**config.mk**
```make
export PLATFORM = sky130hd
export DESIGN_NAME = vga_scan_engine
export DESIGN_NICKNAME = d
export VERILOG_FILES = /design/src/rtl/vga_timing_pkg.sv /design/src/rtl/vga_axis_counter.sv /design/src/rtl/vga_scan_engine.sv
export SDC_FILE = /design/constraint.sdc
export NUM_CORES = 1
export LEC_CHECK = 0
export CAP_MARGIN = 20
export CORE_AREA = 2 2 57 59
export DETAILED_ROUTE_END_ITERATION = 6
export DIE_AREA = 0 0 59 61
export DONT_BUFFER_PORTS = 1
export HOLD_SLACK_MARGIN = 0.03
export SETUP_SLACK_MARGIN = 0.02
export SYNTH_ARGS = -nofsm -noshare
export SYNTH_HDL_FRONTEND = slang
export SYNTH_HIERARCHICAL = 1
export SYNTH_SLANG_ARGS = --single-unit
export TNS_END_PERCENT = 1
```
**constraint.sdc**
```tcl
create_clock -name clk -period 4 [get_ports clk]
set_clock_uncertainty 0.1 [all_clocks]
set_input_delay 1 -clock clk [delete_from_list [all_inputs] [get_ports clk]]
set_output_delay 1 -clock clk [all_outputs]
set_load 0.02 [all_outputs]
```
**src/rtl/vga_timing_pkg.sv**
```systemverilog
// Shared 640x480@60 raster timing constants, colour type and pixel helpers
// used by the VGA scan engine and its axis counters.
package vga_timing_pkg;

    localparam int COORD_W = 10;

    localparam int VGA_H_ACTIVE = 640;
    localparam int VGA_H_FP     = 16;
    localparam int VGA_H_SYNC   = 96;
    localparam int VGA_H_BP     = 48;
    localparam int VGA_H_TOTAL  = VGA_H_ACTIVE + VGA_H_FP + VGA_H_SYNC + VGA_H_BP;

    localparam int VGA_V_ACTIVE = 480;
    localparam int VGA_V_FP     = 10;
    localparam int VGA_V_SYNC   = 2;
    localparam int VGA_V_BP     = 33;
    localparam int VGA_V_TOTAL  = VGA_V_ACTIVE + VGA_V_FP + VGA_V_SYNC + VGA_V_BP;

    localparam int VGA_H_SYNC_START = VGA_H_ACTIVE + VGA_H_FP;
    localparam int VGA_H_SYNC_END   = VGA_H_SYNC_START + VGA_H_SYNC;
    localparam int VGA_V_SYNC_START = VGA_V_ACTIVE + VGA_V_FP;
    localparam int VGA_V_SYNC_END   = VGA_V_SYNC_START + VGA_V_SYNC;

    typedef logic [5:0] color_t;
    localparam color_t COLOR_BLACK = 6'h00;

    // Overlay wins over background; anything outside the visible area is black.
    function automatic color_t composite(input logic act, input logic draw,
                                         input color_t fg, input color_t bg);
        if (!act) begin
            composite = COLOR_BLACK;
        end else if (draw) begin
            composite = fg;
        end else begin
            composite = bg;
        end
    endfunction

    function automatic logic in_window(input logic [COORD_W-1:0] v,
                                       input logic [COORD_W-1:0] lo,
                                       input logic [COORD_W-1:0] hi);
        in_window = (v >= lo) && (v < hi);
    endfunction

endpackage

```
**src/rtl/vga_axis_counter.sv**
```systemverilog
// Wrapping raster axis counter: counts 0..TOTAL-1 while enabled and flags
// the last position so the next axis can be advanced.
module vga_axis_counter
    import vga_timing_pkg::*;
#(
    parameter int TOTAL = VGA_H_TOTAL
) (
    input  logic               clk,
    input  logic               rst,
    input  logic               i_en,
    output logic [COORD_W-1:0] o_count,
    output logic               o_wrap
);

    localparam logic [COORD_W-1:0] LAST = COORD_W'(TOTAL - 1);

    logic [COORD_W-1:0] r_count;

    assign o_count = r_count;
    assign o_wrap  = (r_count == LAST);

    // Position register; reset returns the axis to zero at once.
    always_ff @(posedge clk or posedge rst) begin
        if (rst) begin
            r_count <= {COORD_W{1'b0}};
        end else if (i_en) begin
            r_count <= o_wrap ? {COORD_W{1'b0}} : r_count + 10'd1;
        end else begin
            r_count <= r_count;
        end
    end

endmodule

```
**src/rtl/vga_scan_engine.sv**
```systemverilog
// VGA raster engine: x/y scan, active/next_frame decode, overlay compositing and
// a registered sync/colour output stage. Optional macro VGA_SCAN_PIXDIV_EN runs clk at 2x pixel rate.
module vga_scan_engine
    import vga_timing_pkg::*;
#(
    parameter int   H_ACTIVE = VGA_H_ACTIVE,
    parameter int   H_FP     = VGA_H_FP,
    parameter int   H_SYNC   = VGA_H_SYNC,
    parameter int   H_BP     = VGA_H_BP,
    parameter int   V_ACTIVE = VGA_V_ACTIVE,
    parameter int   V_FP     = VGA_V_FP,
    parameter int   V_SYNC   = VGA_V_SYNC,
    parameter int   V_BP     = VGA_V_BP,
    parameter logic SYNC_POL = 1'b0
) (
    input  logic               clk,
    input  logic               rst,
    input  logic               fg_draw,
    input  color_t             fg_rgb,
    input  color_t             bg_rgb,
    output logic [COORD_W-1:0] x,
    output logic [COORD_W-1:0] y,
    output logic               active,
    output logic               next_frame,
    output logic               pix_tick,
    output logic               hsync,
    output logic               vsync,
    output color_t             rgb_out
);

    localparam int H_TOTAL = H_ACTIVE + H_FP + H_SYNC + H_BP;
    localparam int V_TOTAL = V_ACTIVE + V_FP + V_SYNC + V_BP;

    localparam logic [COORD_W-1:0] H_ACT_L = COORD_W'(H_ACTIVE);
    localparam logic [COORD_W-1:0] V_ACT_L = COORD_W'(V_ACTIVE);
    localparam logic [COORD_W-1:0] HS_LO   = COORD_W'(H_ACTIVE + H_FP);
    localparam logic [COORD_W-1:0] HS_HI   = COORD_W'(H_ACTIVE + H_FP + H_SYNC);
    localparam logic [COORD_W-1:0] VS_LO   = COORD_W'(V_ACTIVE + V_FP);
    localparam logic [COORD_W-1:0] VS_HI   = COORD_W'(V_ACTIVE + V_FP + V_SYNC);

    logic               w_pix_tick;
    logic               w_h_wrap;
    logic               w_v_wrap;
    logic [COORD_W-1:0] w_x;
    logic [COORD_W-1:0] w_y;
    logic               w_active;

    logic               r_hsync;
    logic               r_vsync;
    color_t             r_rgb;

`ifdef VGA_SCAN_PIXDIV_EN
    logic r_pix_div;

    // Divide-by-two pixel enable: low out of reset, first high on the 2nd clk.
    always_ff @(posedge clk or posedge rst) begin
        if (rst) begin
            r_pix_div <= 1'b0;
        end else begin
            r_pix_div <= ~r_pix_div;
        end
    end

    assign w_pix_tick = r_pix_div;
`else
    assign w_pix_tick = 1'b1;
`endif

    vga_axis_counter #(.TOTAL(H_TOTAL)) u_h_cnt (
        .clk     (clk),
        .rst     (rst),
        .i_en    (w_pix_tick),
        .o_count (w_x),
        .o_wrap  (w_h_wrap)
    );

    vga_axis_counter #(.TOTAL(V_TOTAL)) u_v_cnt (
        .clk     (clk),
        .rst     (rst),
        .i_en    (w_pix_tick & w_h_wrap),
        .o_count (w_y),
        .o_wrap  (w_v_wrap)
    );

    assign w_active = (w_x < H_ACT_L) && (w_y < V_ACT_L);

    // Output stage: colour and syncs for the current x/y land together one pixel later.
    always_ff @(posedge clk or posedge rst) begin
        if (rst) begin
            r_hsync <= ~SYNC_POL;
            r_vsync <= ~SYNC_POL;
            r_rgb   <= COLOR_BLACK;
        end else if (w_pix_tick) begin
            r_hsync <= in_window(w_x, HS_LO, HS_HI) ? SYNC_POL : ~SYNC_POL;
            r_vsync <= in_window(w_y, VS_LO, VS_HI) ? SYNC_POL : ~SYNC_POL;
            r_rgb   <= composite(w_active, fg_draw, fg_rgb, bg_rgb);
        end else begin
            r_hsync <= r_hsync;
            r_vsync <= r_vsync;
            r_rgb   <= r_rgb;
        end
    end

    assign x          = w_x;
    assign y          = w_y;
    assign active     = w_active;
    assign pix_tick   = w_pix_tick;
    assign next_frame = (w_x == 10'd0) && (w_y == V_ACT_L) && w_pix_tick;
    assign hsync      = r_hsync;
    assign vsync      = r_vsync;
    assign rgb_out    = r_rgb;

endmodule

```
==> summary.txt, run 1 <==
Floorplan
  • Cell row count: 20
  • Area of the die: 3600 sq um
  • Initial Util: around 49%
  • IO Pins: 46
  • Die W: around 60 um
  • Core area: 2950 sq um
  • Die height: 61 um

Clocking
  • Longest Clk Path Bufs: 2
  • # hold bufs at CTS: 0
  • Clock Sink Count: 28
  • # resized after CTS: 0
  • Clock root buffer: clkbuf_4
  • Postcts setup bufs: 0
  • H-tree Lvls: 1
  • CTS tree: done
  • Worst skew pair latency: between 0.3 and 0.4 ns
  • CTS Buf Count: 3
  • Clock transition at path regs: 0.15 ns

Finish
  • Antenna cells: 0
  • Layout area overhead: 7.76%
  • Nets: 175
  • Utilization after layout: roughly 53%
  • Share of layout cells above drive strength 1: 7.69%
  • Final cell count without fillers: 189

STA
  • Final Hold Vio Count: 0
  • Final hold slack: 0.372 ns
  • Relative slew slack: between 60% and 70%
  • Worst-Margin Slew: around 0.51 ns
  • Final count of negative-setup-slack endpoints: 0
  • Setup_tns: 0 ns
  • RSZ-0062 raised after global routing: no
  • Period minus WS final: 3.04 ns
  • Slew Viols, Final: 0
  • Tcrit/Tclk final: 76.1%
  • Max frequency: 329 MHz

Placed design
  • DP Wirelength: roughly 2200 um
  • Placed cells: between 150 and 200
  • Port Buffers: 0
  • Final GP Congestion: between 0.8 and 0.9

Critical path
  • Kind of critical path: flip-flop to primary output
  • Crit path DAT: 1.94 ns
  • Crit. End Element: primary output
  • Register-to-Register Path Depth: 7
  • Crit-path max FO: 13
  • Type of origin of the critical path: flip-flop
  • CP Cell Sequence: or4_1, nor3_1, and4_1
  • Max stage delay on crit path: 0.59 ns
  • CP required: a little under 3 ns
  • CP max stage cell: dfrtp_1

GRT
  • GRT Util Overall: 16.9%
  • Largest net degree at the start of global routing: 17
  • First-pass GRT wire length: 4540 um
  • Grt total ovfl: 0
  • Initial antenna violation count: 0
  • Vias in the first global route: about 940

Logic synthesis
  • Synth top area cells: dfrtp_1, nand2_1, xor2_1
  • Synthesized cell area: 1450 sq um
  • Seq cells post-synth: 28
  • Post-synth top area cell: dfrtp_1
  • Synth warnings: 6
  • Asr flop ratio synth: 100%
  • Leading register cell type out of synthesis: dfrtp_1
  • Post-Synthesis Cells: 147
  • Number of flops mapped to enable cells by yosys: 0
  • Share of Yosys cell area claimed by the top area cell type: 44.8%
  • Mean Syn Cell Area: 9.87 sq um
  • Seq/Total Area, Yosys: between 40 and 50%
  • Unique masters post-synth: 38

Outcome
  • Status: finished clean

Routing
  • Final ANT Viol Nets: 0
  • Vias per inst: about 5.8
  • DRC: 0
  • Via count: between 1k and 1.5k
  • Routed WL: about 2900 um
  • Iter 0 DRT Violations: 55
  • Wire length per cell: 15.3 um
  • TritonRoute pass-1 iters: 4

Power
  • Leak: 0.666 nW
  • Power, Total: 0.000666 W
  • Maximum vdd drop: 0.211 mV
  • Power Density: 426 nW/um^2

Flow run
  • Maxcap violations: 0

Hold path
  • Worst hold path type: input pin to asynchronous set/reset pin
[power by group]
part	leakage, nW	internal (W)	switching [W]	total [W]
Clock	0.0279	0.000101	0.0000823	0.000184
Combinational	0.283	0.0000353	0.0000382	0.0000735
Sequential	0.355	0.000311	0.0000974	0.000409
[final cells by class]
class                      count  area [sq um]
clock buffer                   3          22.5
fill                         266          1390
timing repair buffer           1          7.51
inverter                      10          37.5
multi-input combinational    113           722
clock inverter                 1          30.0
sequential                    28           703
tap                           33          41.3
[path summary, 6_finish.rpt]
check | slack, ns | start | end
worst max-delay path | 0.96 | u_h_cnt/o_count[5] | next_frame
worst min-delay path | 0.37 | rst | rgb_out[4]
worst max register to register | 1.59 | u_h_cnt/o_count[0] | u_v_cnt/o_count[9]
worst min register to register | 0.58 | u_v_cnt/o_count[8] | u_v_cnt/o_count[8]
max in group asynchronous | 3.09 | rst | u_h_cnt/o_count[3]
min in group clk | 0.58 | u_v_cnt/o_count[8] | u_v_cnt/o_count[8]
[Yosys cell counts (2+ instances only)]
| cell | number |
|---|---|
| a21oi_1 | 2 |
| clkbuf_1 | 3 |
| dfrtp_1 | 26 |
| dfstp_2 | 2 |
| ha_1 | 3 |
| inv_1 | 10 |
| mux2i_1 | 6 |
| nand2_1 | 17 |
| nand2b_1 | 3 |
| nand3_1 | 5 |
| nand3b_1 | 2 |
| nand4_1 | 7 |
| nor2_1 | 10 |
| nor3_1 | 6 |
| nor4_1 | 5 |
| o211ai_1 | 2 |
| o21ai_0 | 7 |
| o22ai_1 | 2 |
| or4_1 | 3 |
| xnor2_1 | 2 |
| xor2_1 | 7 |
[worst max-delay path, delay by kind of cell (launching register included)]
family           cells  cell delay (ns)
AND/OR/NAND/NOR      3             1.03
flip-flops           1             0.59
[sequential cells by signal, summed over array words and instances (netlist names)]
register         count
rgb_out              6
u_h_cnt/o_count     10
vsync                1
u_v_cnt/o_count     10
hsync                1
[cells in the final DEF, fill, tap and decap left out, types with 2 or more instances in the layout]
master	count
nand2_1	17
conb_1	9
nand2b_1	3
nor4_1	5
o211ai_1	2
clkbuf_4	3
or4_1	3
o22ai_1	2
dfrtp_1	26
nand3_1	5
nand4_1	7
xnor2_1	2
o21ai_0	7
nor3_1	6
mux2i_1	6
nor2_1	10
nand3b_1	2
a21oi_1	2
xor2_1	7
inv_1	10
ha_1	3
dfstp_2	2
[per-stage QoR]
stage                     area [sq um]  worst slack, ns
final                             1560            0.956
after global routing              1560            0.879
after CTS                         1560            0.938
after detailed placement          1510             1.34
after global placement            1510             1.34
after floorplan                   1480             1.45
[cells by family after synthesis]
kind of cell,after synthesis,synth area share (%)
xor gates and xnor gates,9,5.43
adders and majority gates,3,2.59
muxes,7,4.91
and+or+nand+nor,67,26.6
AOI/OAI and AO/OA,18,7.84
DFF,28,48.4
other,1,0.258
buffers and inverters,14,3.88
[metal layers]
| metal | share of wire, % | GRT usage (%) | vias to the layer above |
|---|---|---|---|
| li1 | - | - | 536 |
| met3 | 5.4 | 3.62 | 2 |
| met4 | 0.72 | 6.82 | 0 |
| met5 | 0 | 0 | - |
| met1 | 46 | 23.5 | 528 |
| met2 | 48 | 25.9 | 26 |
No activity file was read; power rests on OpenSTA's default activity.
==> inputs of run 2 (changes only) <==
Clock period 4 ns to 3.1 ns, I/O delays scaled along.
==> run 2 against run 1 <==
Net effect:
- first-iteration DRC count fell by 5.5%
- critical path type unchanged
- total power rose by 29%
- core utilization did not move
- global-route usage rose by 0.60 points
- setup slack got worse by 0.64 ns
==> summary.txt, run 2 (synthesized netlist as in run 1, its figures left out) <==
Finish
  • Number of fill cells: 287
  • Multi-input logic area: 722 sq um
  • Area occupied by registers: ~700 sq um
  • Most common cell after layout, fill and taps aside: dfrtp_1
  • Most frequent cells in the layout: dfrtp_1, nand2_1, inv_1, nor2_1, conb_1
  • Nets: 175
  • Antenna cells: 0
  • Layout area overhead: 7.76%
  • Share of layout cells above drive strength 1: under 10%
  • Cell area after layout: 1560 sq um

GRT
  • Grt total ovfl: 0
  • Met3 usage: 4.48%
  • Met2 Usage GRT: 26.7%
  • Largest net degree at the start of global routing: 17
  • Routing usage on met1: 23.6%
  • Initial antenna violation count: 0
  • Top Usage Layer GRT: met2
  • Vias in the first global route: 967
  • GRT Util Overall: ~18%
  • First-pass GRT wire length: ~4800 um

Critical path
  • Type of origin of the critical path: flip-flop
  • CP required: 2.22 ns
  • Worst R2R Setup Slack: between 0.7 and 0.8 ns
  • CP Cell Sequence: or4_1, nor3_1, and4_1
  • Crit-path max FO: 13
  • CP max stage cell: dfrtp_1
  • Delay-heaviest family, CP: simple AND/OR/NAND/NOR gates
  • RR Startpoint: u_h_cnt/o_count[0]
  • Crit. End Element: primary output
  • Register-to-Register Path Depth: 7
  • Worst R2R End: u_v_cnt/o_count[9]
  • Crit path DAT: 1.91 ns
  • Max stage delay on crit path: a little under 0.6 ns
  • Crit path buf inv count: 0
  • Kind of critical path: flip-flop to primary output

STA
  • Setup_tns: 0 ns
  • Max frequency: 359 MHz
  • Relative slew slack: 64.9%
  • Slew Viols, Final: 0
  • Worst-Margin Slew: 0.524 ns
  • Final hold slack: ~0.15 ns
  • Final Hold Vio Count: 0
  • Tcrit/Tclk final: 89.8%
  • Period minus WS final: roughly 2.8 ns
  • RSZ-0062 raised after global routing: no
  • Final count of negative-setup-slack endpoints: 0

Routing
  • Iter 0 DRT Violations: 52
  • Wire length per cell: approximately 15 um
  • Routed WL: approximately 2900 um
  • DRC: 0
  • TritonRoute pass-1 iters: 4
  • Via count: roughly 1.1k
  • Final ANT Viol Nets: 0
  • Vias per inst: 5.70

Floorplan
  • IO Pins: 46
  • Die W: 59 um
  • Initial Util: 49.2%
  • Cell row count: 20
  • Area of the die: 3600 sq um
  • Die height: ~61 um
  • Core area: 2950 sq um

Placed design
  • Placed Area: 1510 sq um
  • Final GP Congestion: 0.806
  • Port Buffers: 0
  • DP Wirelength: around 2100 um

Clocking
  • Clock transition at path regs: 0.15 ns
  • CTS tree: done
  • CTS Buf Count: 3
  • # resized after CTS: 0
  • Worst skew pair latency: 0.32 ns
  • Clock root buffer: clkbuf_4
  • Clock Sink Count: 28
  • Postcts setup bufs: 0
  • H-tree Lvls: 1
  • # hold bufs at CTS: 0
  • Longest Clk Path Bufs: 2

Outcome
  • Status: finished clean

Hold path
  • Worst hold path type: input pin to asynchronous set/reset pin

Power
  • Power Density: 548 nW/um^2
  • Leak: 0.666 nW
  • Maximum vdd drop: 0.255 mV

Flow run
  • Maxcap violations: 0
-- run 2: cell counts in the layout (fill, tap and decap cells not counted) --
Identical to the previous run, type by type.
-- run 2: layout make-up --
cell class	count	area share, %
multi-input combinational	113	46.2
sequential	28	45.0
tap	33	2.64
inverter	10	2.40
clock inverter	1	1.92
clock buffer	3	1.44
timing repair buffer	1	0.480
-- run 2: worst max path at each step --
stage	from	to	slack [ns]	depth (start not counted)
detailed placement	u_h_cnt/o_count[8]	next_frame	0.68	3
global route	u_h_cnt/o_count[5]	next_frame	0.18	3
global placement	u_h_cnt/o_count[5]	next_frame	0.66	3
finish	u_h_cnt/o_count[5]	next_frame	0.32	3
floorplan	u_h_cnt/o_count[8]	next_frame	0.78	3
CTS	u_h_cnt/o_count[8]	next_frame	0.29	3
-- run 2: power breakdown --
part | switching, W | internal [W] | total, W
Combinational | 0.0000501 | 0.0000458 | 0.0000959
Clock | 0.000103 | 0.000131 | 0.000234
Sequential | 0.000126 | 0.000402 | 0.000528
-- run 2: through the flow --
step / power, W / utilization [%] / setup slack [ns] / std cells
after floorplan: 0.000605 / - / 0.777 / 155
after global placement: 0.000627 / 51.2 / 0.663 / 185
after detailed placement: 0.000632 / 51.2 / 0.682 / 185
after CTS: 0.000872 / 53.0 / 0.287 / 189
after global routing: 0.000914 / 53.0 / 0.183 / 189
final: 0.000858 / 53.0 / 0.316 / 189
-- run 2: routing by layer --
metal / vias up / part of all wire (%)
li1: 531 / -
met1: 513 / 46
met2: 32 / 48
met3: 2 / 5.9
met4: 0 / 0.72
met5: - / 0
==> inputs of run 3 (changes only) <==
Settings changed: SETUP_SLACK_MARGIN 0.02 to unset, TNS_END_PERCENT 1 to 30.
==> results of run 3 <==
The final DEF is identical to that of run 2; final timing and power are the same.
